[config.mk]
export PLATFORM = sky130hd
export DESIGN_NAME = serial_adder_ctrl_flat
export DESIGN_NICKNAME = d
export VERILOG_FILES = /design/src/rtl/serial_adder_pkg.sv /design/src/rtl/serial_adder_ctrl_if.sv /design/src/rtl/serial_adder_ctrl_fulladder.sv /design/src/rtl/serial_adder_ctrl.sv /design/src/flat_wrapper.sv
export SDC_FILE = /design/constraint.sdc
export NUM_CORES = 1
export LEC_CHECK = 0
export CORE_AREA = 2 2 47 82
export DETAILED_ROUTE_END_ITERATION = 8
export DIE_AREA = 0 0 49 84
export PLACE_DENSITY = 0.76
export REMOVE_ABC_BUFFERS = 1
export SYNTH_ARGS = -nofsm -noshare
export SYNTH_HDL_FRONTEND = slang
export SYNTH_SLANG_ARGS = --single-unit
[constraint.sdc]
create_clock -name clk -period 1.7 [get_ports clk]
set_clock_uncertainty 0.1 [all_clocks]
set_input_delay 0.34 -clock clk [delete_from_list [all_inputs] [get_ports clk]]
set_output_delay 0.34 -clock clk [all_outputs]
set_load 0.005 [all_outputs]
[src/rtl/serial_adder_pkg.sv]
// Shared types and helpers for the bit-serial adder controller.
package serial_adder_pkg;

    typedef enum logic [1:0] {
        IDLE = 2'b00,
        RUN  = 2'b01,
        DONE = 2'b10
    } state_t;

    function automatic int cnt_w(input int width);
        return $clog2(width);
    endfunction

endpackage

[src/rtl/serial_adder_ctrl_if.sv]
// Operand-in / result-out handshake bundle for serial_adder_ctrl.
interface serial_adder_ctrl_if #(parameter int WIDTH = 8);

    logic             in_valid;
    logic             in_ready;
    logic [WIDTH-1:0] a;
    logic [WIDTH-1:0] b;
    logic             cin;
    logic             out_valid;
    logic             out_ready;
    logic [WIDTH-1:0] sum;
    logic             cout;

    modport slave (
        input  in_valid, a, b, cin, out_ready,
        output in_ready, out_valid, sum, cout
    );

    modport master (
        output in_valid, a, b, cin, out_ready,
        input  in_ready, out_valid, sum, cout
    );

endinterface

[src/rtl/serial_adder_ctrl_fulladder.sv]
// The shared 1-bit full adder cell that the controller time-shares.
module fulladder (
    input  logic x,
    input  logic y,
    input  logic cin,
    output logic sum,
    output logic cout
);

    assign sum  = x ^ y ^ cin;
    assign cout = (x & y) | (cin & (x ^ y));

endmodule

[src/rtl/serial_adder_ctrl.sv]
// Bit-serial adder scheduler: one fulladder, one bit per clock, LSB first.
//
// state | meaning
// IDLE  | waiting for operands, in_ready high
// RUN   | shifting one bit through the fulladder per clock
// DONE  | result held on sum/cout until out_ready
module serial_adder_ctrl #(
    parameter int WIDTH = 8
) (
    input  logic                 clk,
    input  logic                 rst_n,
    serial_adder_ctrl_if.slave   io,
    output logic                 busy
);
    import serial_adder_pkg::*;

    localparam int             CW       = cnt_w(WIDTH);
    localparam logic [CW-1:0]  CNT_LAST = CW'(WIDTH - 1);

    state_t           state_q, state_d;
    logic [WIDTH-1:0] a_sh_q, a_sh_d;
    logic [WIDTH-1:0] b_sh_q, b_sh_d;
    logic [WIDTH-1:0] sum_q, sum_d;
    logic [CW-1:0]    cnt_q, cnt_d;
    logic             carry_q, carry_d;
    logic             cout_q, cout_d;
    logic             in_ready_q, in_ready_d;
    logic             out_valid_q, out_valid_d;
    logic             busy_q, busy_d;

    logic             fa_sum;
    logic             fa_cout;

    fulladder u_fa (
        .x    (a_sh_q[0]),
        .y    (b_sh_q[0]),
        .cin  (carry_q),
        .sum  (fa_sum),
        .cout (fa_cout)
    );

    always_comb begin
        state_d     = state_q;
        a_sh_d      = a_sh_q;
        b_sh_d      = b_sh_q;
        sum_d       = sum_q;
        cnt_d       = cnt_q;
        carry_d     = carry_q;
        cout_d      = cout_q;
        in_ready_d  = in_ready_q;
        out_valid_d = out_valid_q;
        busy_d      = busy_q;

        case (state_q)
            IDLE: begin
                if (io.in_valid) begin
                    a_sh_d     = io.a;
                    b_sh_d     = io.b;
                    carry_d    = io.cin;
                    cnt_d      = '0;
                    sum_d      = '0;
                    state_d    = RUN;
                    in_ready_d = 1'b0;
                    busy_d     = 1'b1;
                end
            end
            RUN: begin
                a_sh_d  = a_sh_q >> 1;
                b_sh_d  = b_sh_q >> 1;
                sum_d   = {fa_sum, sum_q[WIDTH-1:1]};
                carry_d = fa_cout;
                // Counter parks at the last bit so it never wraps.
                if (cnt_q == CNT_LAST) begin
                    cout_d      = fa_cout;
                    state_d     = DONE;
                    out_valid_d = 1'b1;
                end else begin
                    cnt_d = cnt_q + CW'(1);
                end
            end
            DONE: begin
                if (io.out_ready) begin
                    state_d     = IDLE;
                    out_valid_d = 1'b0;
                    in_ready_d  = 1'b1;
                    busy_d      = 1'b0;
                end
            end
            default: begin
                state_d     = IDLE;
                out_valid_d = 1'b0;
                in_ready_d  = 1'b1;
                busy_d      = 1'b0;
            end
        endcase
    end

    always_ff @(posedge clk or negedge rst_n) begin
        if (!rst_n) begin
            state_q     <= IDLE;
            a_sh_q      <= '0;
            b_sh_q      <= '0;
            sum_q       <= '0;
            cnt_q       <= '0;
            carry_q     <= 1'b0;
            cout_q      <= 1'b0;
            in_ready_q  <= 1'b1;
            out_valid_q <= 1'b0;
            busy_q      <= 1'b0;
        end else begin
            state_q     <= state_d;
            a_sh_q      <= a_sh_d;
            b_sh_q      <= b_sh_d;
            sum_q       <= sum_d;
            cnt_q       <= cnt_d;
            carry_q     <= carry_d;
            cout_q      <= cout_d;
            in_ready_q  <= in_ready_d;
            out_valid_q <= out_valid_d;
            busy_q      <= busy_d;
        end
    end

    assign io.in_ready  = in_ready_q;
    assign io.out_valid = out_valid_q;
    assign io.sum       = sum_q;
    assign io.cout      = cout_q;
    assign busy         = busy_q;

endmodule
[src/flat_wrapper.sv]
// flat-port wrapper written by rule: the top's interface ports become plain ports
module serial_adder_ctrl_flat import serial_adder_pkg::*;
#(
    parameter int WIDTH = 8
)
  (clk, rst_n, busy, io_in_valid, io_a, io_b, io_cin, io_out_ready, io_in_ready, io_out_valid, io_sum, io_cout);
  serial_adder_ctrl_if #(.WIDTH(WIDTH)) io_i ();
  input  logic clk;
  input  logic rst_n;
  output logic busy;
  input wire logic [$bits(io_i.in_valid)-1:0] io_in_valid;
  input wire logic [$bits(io_i.a)-1:0] io_a;
  input wire logic [$bits(io_i.b)-1:0] io_b;
  input wire logic [$bits(io_i.cin)-1:0] io_cin;
  input wire logic [$bits(io_i.out_ready)-1:0] io_out_ready;
  output wire logic [$bits(io_i.in_ready)-1:0] io_in_ready;
  output wire logic [$bits(io_i.out_valid)-1:0] io_out_valid;
  output wire logic [$bits(io_i.sum)-1:0] io_sum;
  output wire logic [$bits(io_i.cout)-1:0] io_cout;
  assign io_i.in_valid = io_in_valid;
  assign io_i.a = io_a;
  assign io_i.b = io_b;
  assign io_i.cin = io_cin;
  assign io_i.out_ready = io_out_ready;
  assign io_in_ready = io_i.in_ready;
  assign io_out_valid = io_i.out_valid;
  assign io_sum = io_i.sum;
  assign io_cout = io_i.cout;
  serial_adder_ctrl #(.WIDTH(WIDTH)) u_core (.clk(clk), .rst_n(rst_n), .io(io_i), .busy(busy));
endmodule
==> flow_metrics.py <==
metrics = {
    "status": {
        "status": "finished, final reports clean",
    },
    "global_route": {
        "grt_usage_pct": 18.15,
        "grt.met3_usage_pct": 3.763,
        "grt_pass1_vias": 1349,
        "grt_pass1_wl_um": 5747,
        "grt_max_degree": 35,
        "grtUsageMet1_pct": 19.45,
        "grt.busiest_layer": "met2",
        "grtUsageMet2_pct": 32.75,
        "grt-ovfl-total": 0,
        "antenna_found_initial": 0,
    },
    "timing": {
        "slew_headroom_pct": 66.92,
        "setup_violations": 0,
        "whs_ns": 0.3201,
        "worst_pin_slew_ns": 0.4959,
        "rsz0062_at_grt": "no",
        "period_share_pct": 94.90,
        "hold_viol": 0,
        "maxSlewViolCount": 0,
        "clock.fmax_mhz": 619.9,
        "finalCriticalPeriod_ns": 1.613,
    },
    "clocking": {
        "cts_root_buf": "clkbuf_8",
        "cts.clk_slew.worst_paths_ns": 0.07,
        "clk_latency_ns": 0.28,
        "postCtsSetupRepairBufs": 0,
        "clock_sinks": 34,
        "cts_tree": "yes",
        "h-tree-depth": 2,
        "cts_made_buffers": 5,
        "clock_path_buffers": 2,
    },
    "hold_path": {
        "hold_path_class": "input port to asynchronous set/reset pin",
    },
    "layout": {
        "drive_above_1_share_pct": 12.37,
        "fin_nets": 209,
        "antennaDiodeCount": 0,
        "multiInputGateArea_sq_um": 588.1,
        "final_cells": 232,
        "n_fill_cell": 317,
        "seq_area_sq_um": 852.1,
        "area_growth_pct": 32.92,
    },
    "worst_setup_path": {
        "critPathMaxFanout": 3,
        "cp.arrival_ns": 1.17,
        "cp_num_buf_inv": 1,
        "crit_slowest_cell": "clkdlybuf4s50_1",
        "critPathTopFamily": "buffers and inverters",
        "cp.required_ns": 1.26,
        "cpPeakStageDelay_ns": 0.51,
        "start_kind": "flop",
        "cp-end-kind": "output pin",
        "critPathKind": "flop to output pin",
        "path_cells": "clkdlybuf4s50_1",
    },
    "detailed_routing": {
        "drc": 0,
        "first_pass_iters": 4,
        "vias": 1266,
        "ant_nets": 0,
        "routed_via_density": 5.457,
        "wirelength_um": 3375,
        "wl_per_cell_um": 14.55,
        "drtIter0Drc": 34,
    },
    "synth": {
        "ys_types": 32,
        "yosysWarningCount": 0,
        "avgSynthCellArea_sq_um": 10.51,
        "netlist_area_sq_um": 1524,
        "synth-seq-cells": 34,
        "synthCells": 145,
        "seq_area_frac_synth_pct": 55.91,
    },
    "placement": {
        "place_hpwl_um": 2497,
        "port_buffers": 32,
        "dp_cells": 224,
        "place_congestion": 0.7696,
    },
    "power": {
        "cellPowerDensity_nw_per_um2": 1667,
        "ir_drop_uv": 936.1,
        "leakagePower_uw": 0.0008775,
    },
    "die": {
        "core-area_sq_um": 3520,
        "dieArea_sq_um": 4116,
        "die_y_um": 84,
        "ios": 33,
        "fp.dieW_um": 49,
        "initial_core_util_pct": 43.30,
        "rows": 29,
    },
    "job": {
        "maxCapViolations": 0,
    },
}
[cells in the final DEF, fill, tap and decap left out, drive strengths merged, types with 2 or more instances in the layout]
master         instances
dfrtp                 33
clkdlybuf4s50         31
a21oi                 18
o22ai                 18
nor2                  14
buf                   11
o21ai                  9
a22o                   7
clkbuf                 7
nand2                  6
inv                    6
nand2b                 4
nor3                   2
a22oi                  2
ha                     2
[worst paths after layout]
check	cells after the start	startpoint	slack, ns	end
max	1	u_core.io.sum[3]	0.09	io_sum[3]
min	2	rst_n	0.32	u_core.a_sh_q[2]
max reg2reg	5	u_core.cnt_q[0]	0.20	u_core.cnt_q[2]
min reg2reg	2	u_core.io.cout	0.39	u_core.io.cout
max in group asynchronous	2	rst_n	0.93	u_core.io.in_ready
min in group clk	2	u_core.io.cout	0.39	u_core.io.cout
[where the power goes]
part	leakage (uW)	internal [uW]	switching, uW
sequential	0.000405	1170	278
combinational	0.000425	712	615
clock	0.0000482	326	279
[cell usage after synthesis (all sizes together)]
master | instances | area (sq um)
buf | 9 | 57.56
a22o | 7 | 61.31
o31ai | 1 | 7.510
clkbuf | 1 | 3.750
fa | 1 | 20.02
o21bai | 1 | 11.26
o2bb2ai | 1 | 8.760
o32ai | 1 | 8.760
nor2 | 14 | 55.06
ha | 2 | 25.02
o21ba | 1 | 10.01
a32o | 1 | 10.01
dfstp | 1 | 26.28
nor3 | 2 | 10.01
nand2 | 6 | 22.52
inv | 6 | 22.52
a221oi | 1 | 15.01
nand3b | 1 | 7.510
a21oi | 18 | 90.09
nand3 | 1 | 5.000
nor4b | 1 | 8.760
o21ai | 9 | 45.04
or2 | 1 | 6.260
o22ai | 18 | 112.6
dfrtp | 33 | 825.8
nand2b | 4 | 25.02
a22oi | 2 | 15.01
and2b | 1 | 7.510
[cell families after synthesis]
group,synth area share [%]
AO/OA/AOI/OAI,25.94
buffers and inverters,5.501
adder cells (fa/ha/maj),2.955
AND/OR/NAND/NOR,9.689
flip-flops,55.91
[final cells by class]
cell class,count,area share (%)
clock inverter,1,0.2471
sequential,34,42.06
clock buffer,7,4.262
timing repair buffer,43,20.44
inverter,6,1.112
multi-input combinational,95,29.03
tap,46,2.841
[per-layer routing]
| layer | up-vias | wire length, um |
|---|---|---|
| met5 | - | 0 |
| met1 | 619 | 1366 |
| met3 | 6 | 101 |
| met2 | 30 | 1846 |
| li1 | 611 | - |
| met4 | 0 | 60 |
[flip-flops by register name (all words and copies together), names as in the netlist]
register / cells
u_core.busy: 1
u_core.b_sh_q: 8
u_core.io.cout: 1
u_core.carry_q: 1
u_core.io.out_valid: 1
u_core.io.sum: 8
u_core.state_q: 2
u_core.a_sh_q: 8
u_core.cnt_q: 3
u_core.io.in_ready: 1
[through the flow]
step | total power, uW | setup TNS, ns | setup WS (ns) | utilization [%] | area [sq um]
after floorplan | 2173 | 0 | 0.3805 | - | 1463
after global placement | 2719 | -0.06642 | -0.02491 | 54.99 | 1936
after detailed placement | 2799 | -0.4876 | -0.03879 | 54.99 | 1936
after CTS | 3405 | 0 | 0.07029 | 57.55 | 2026
after global routing | 3626 | 0 | 0.02620 | 57.55 | 2026
final | 3377 | 0 | 0.08673 | 57.55 | 2026
[what timing repair did]
action / 4_1_cts / 5_1_grt
setup endpoints to repair: 1 / 0
resized for setup: 1 / 0
hold buffers: 0 / 0
Power figures use the tool's default switching activity.
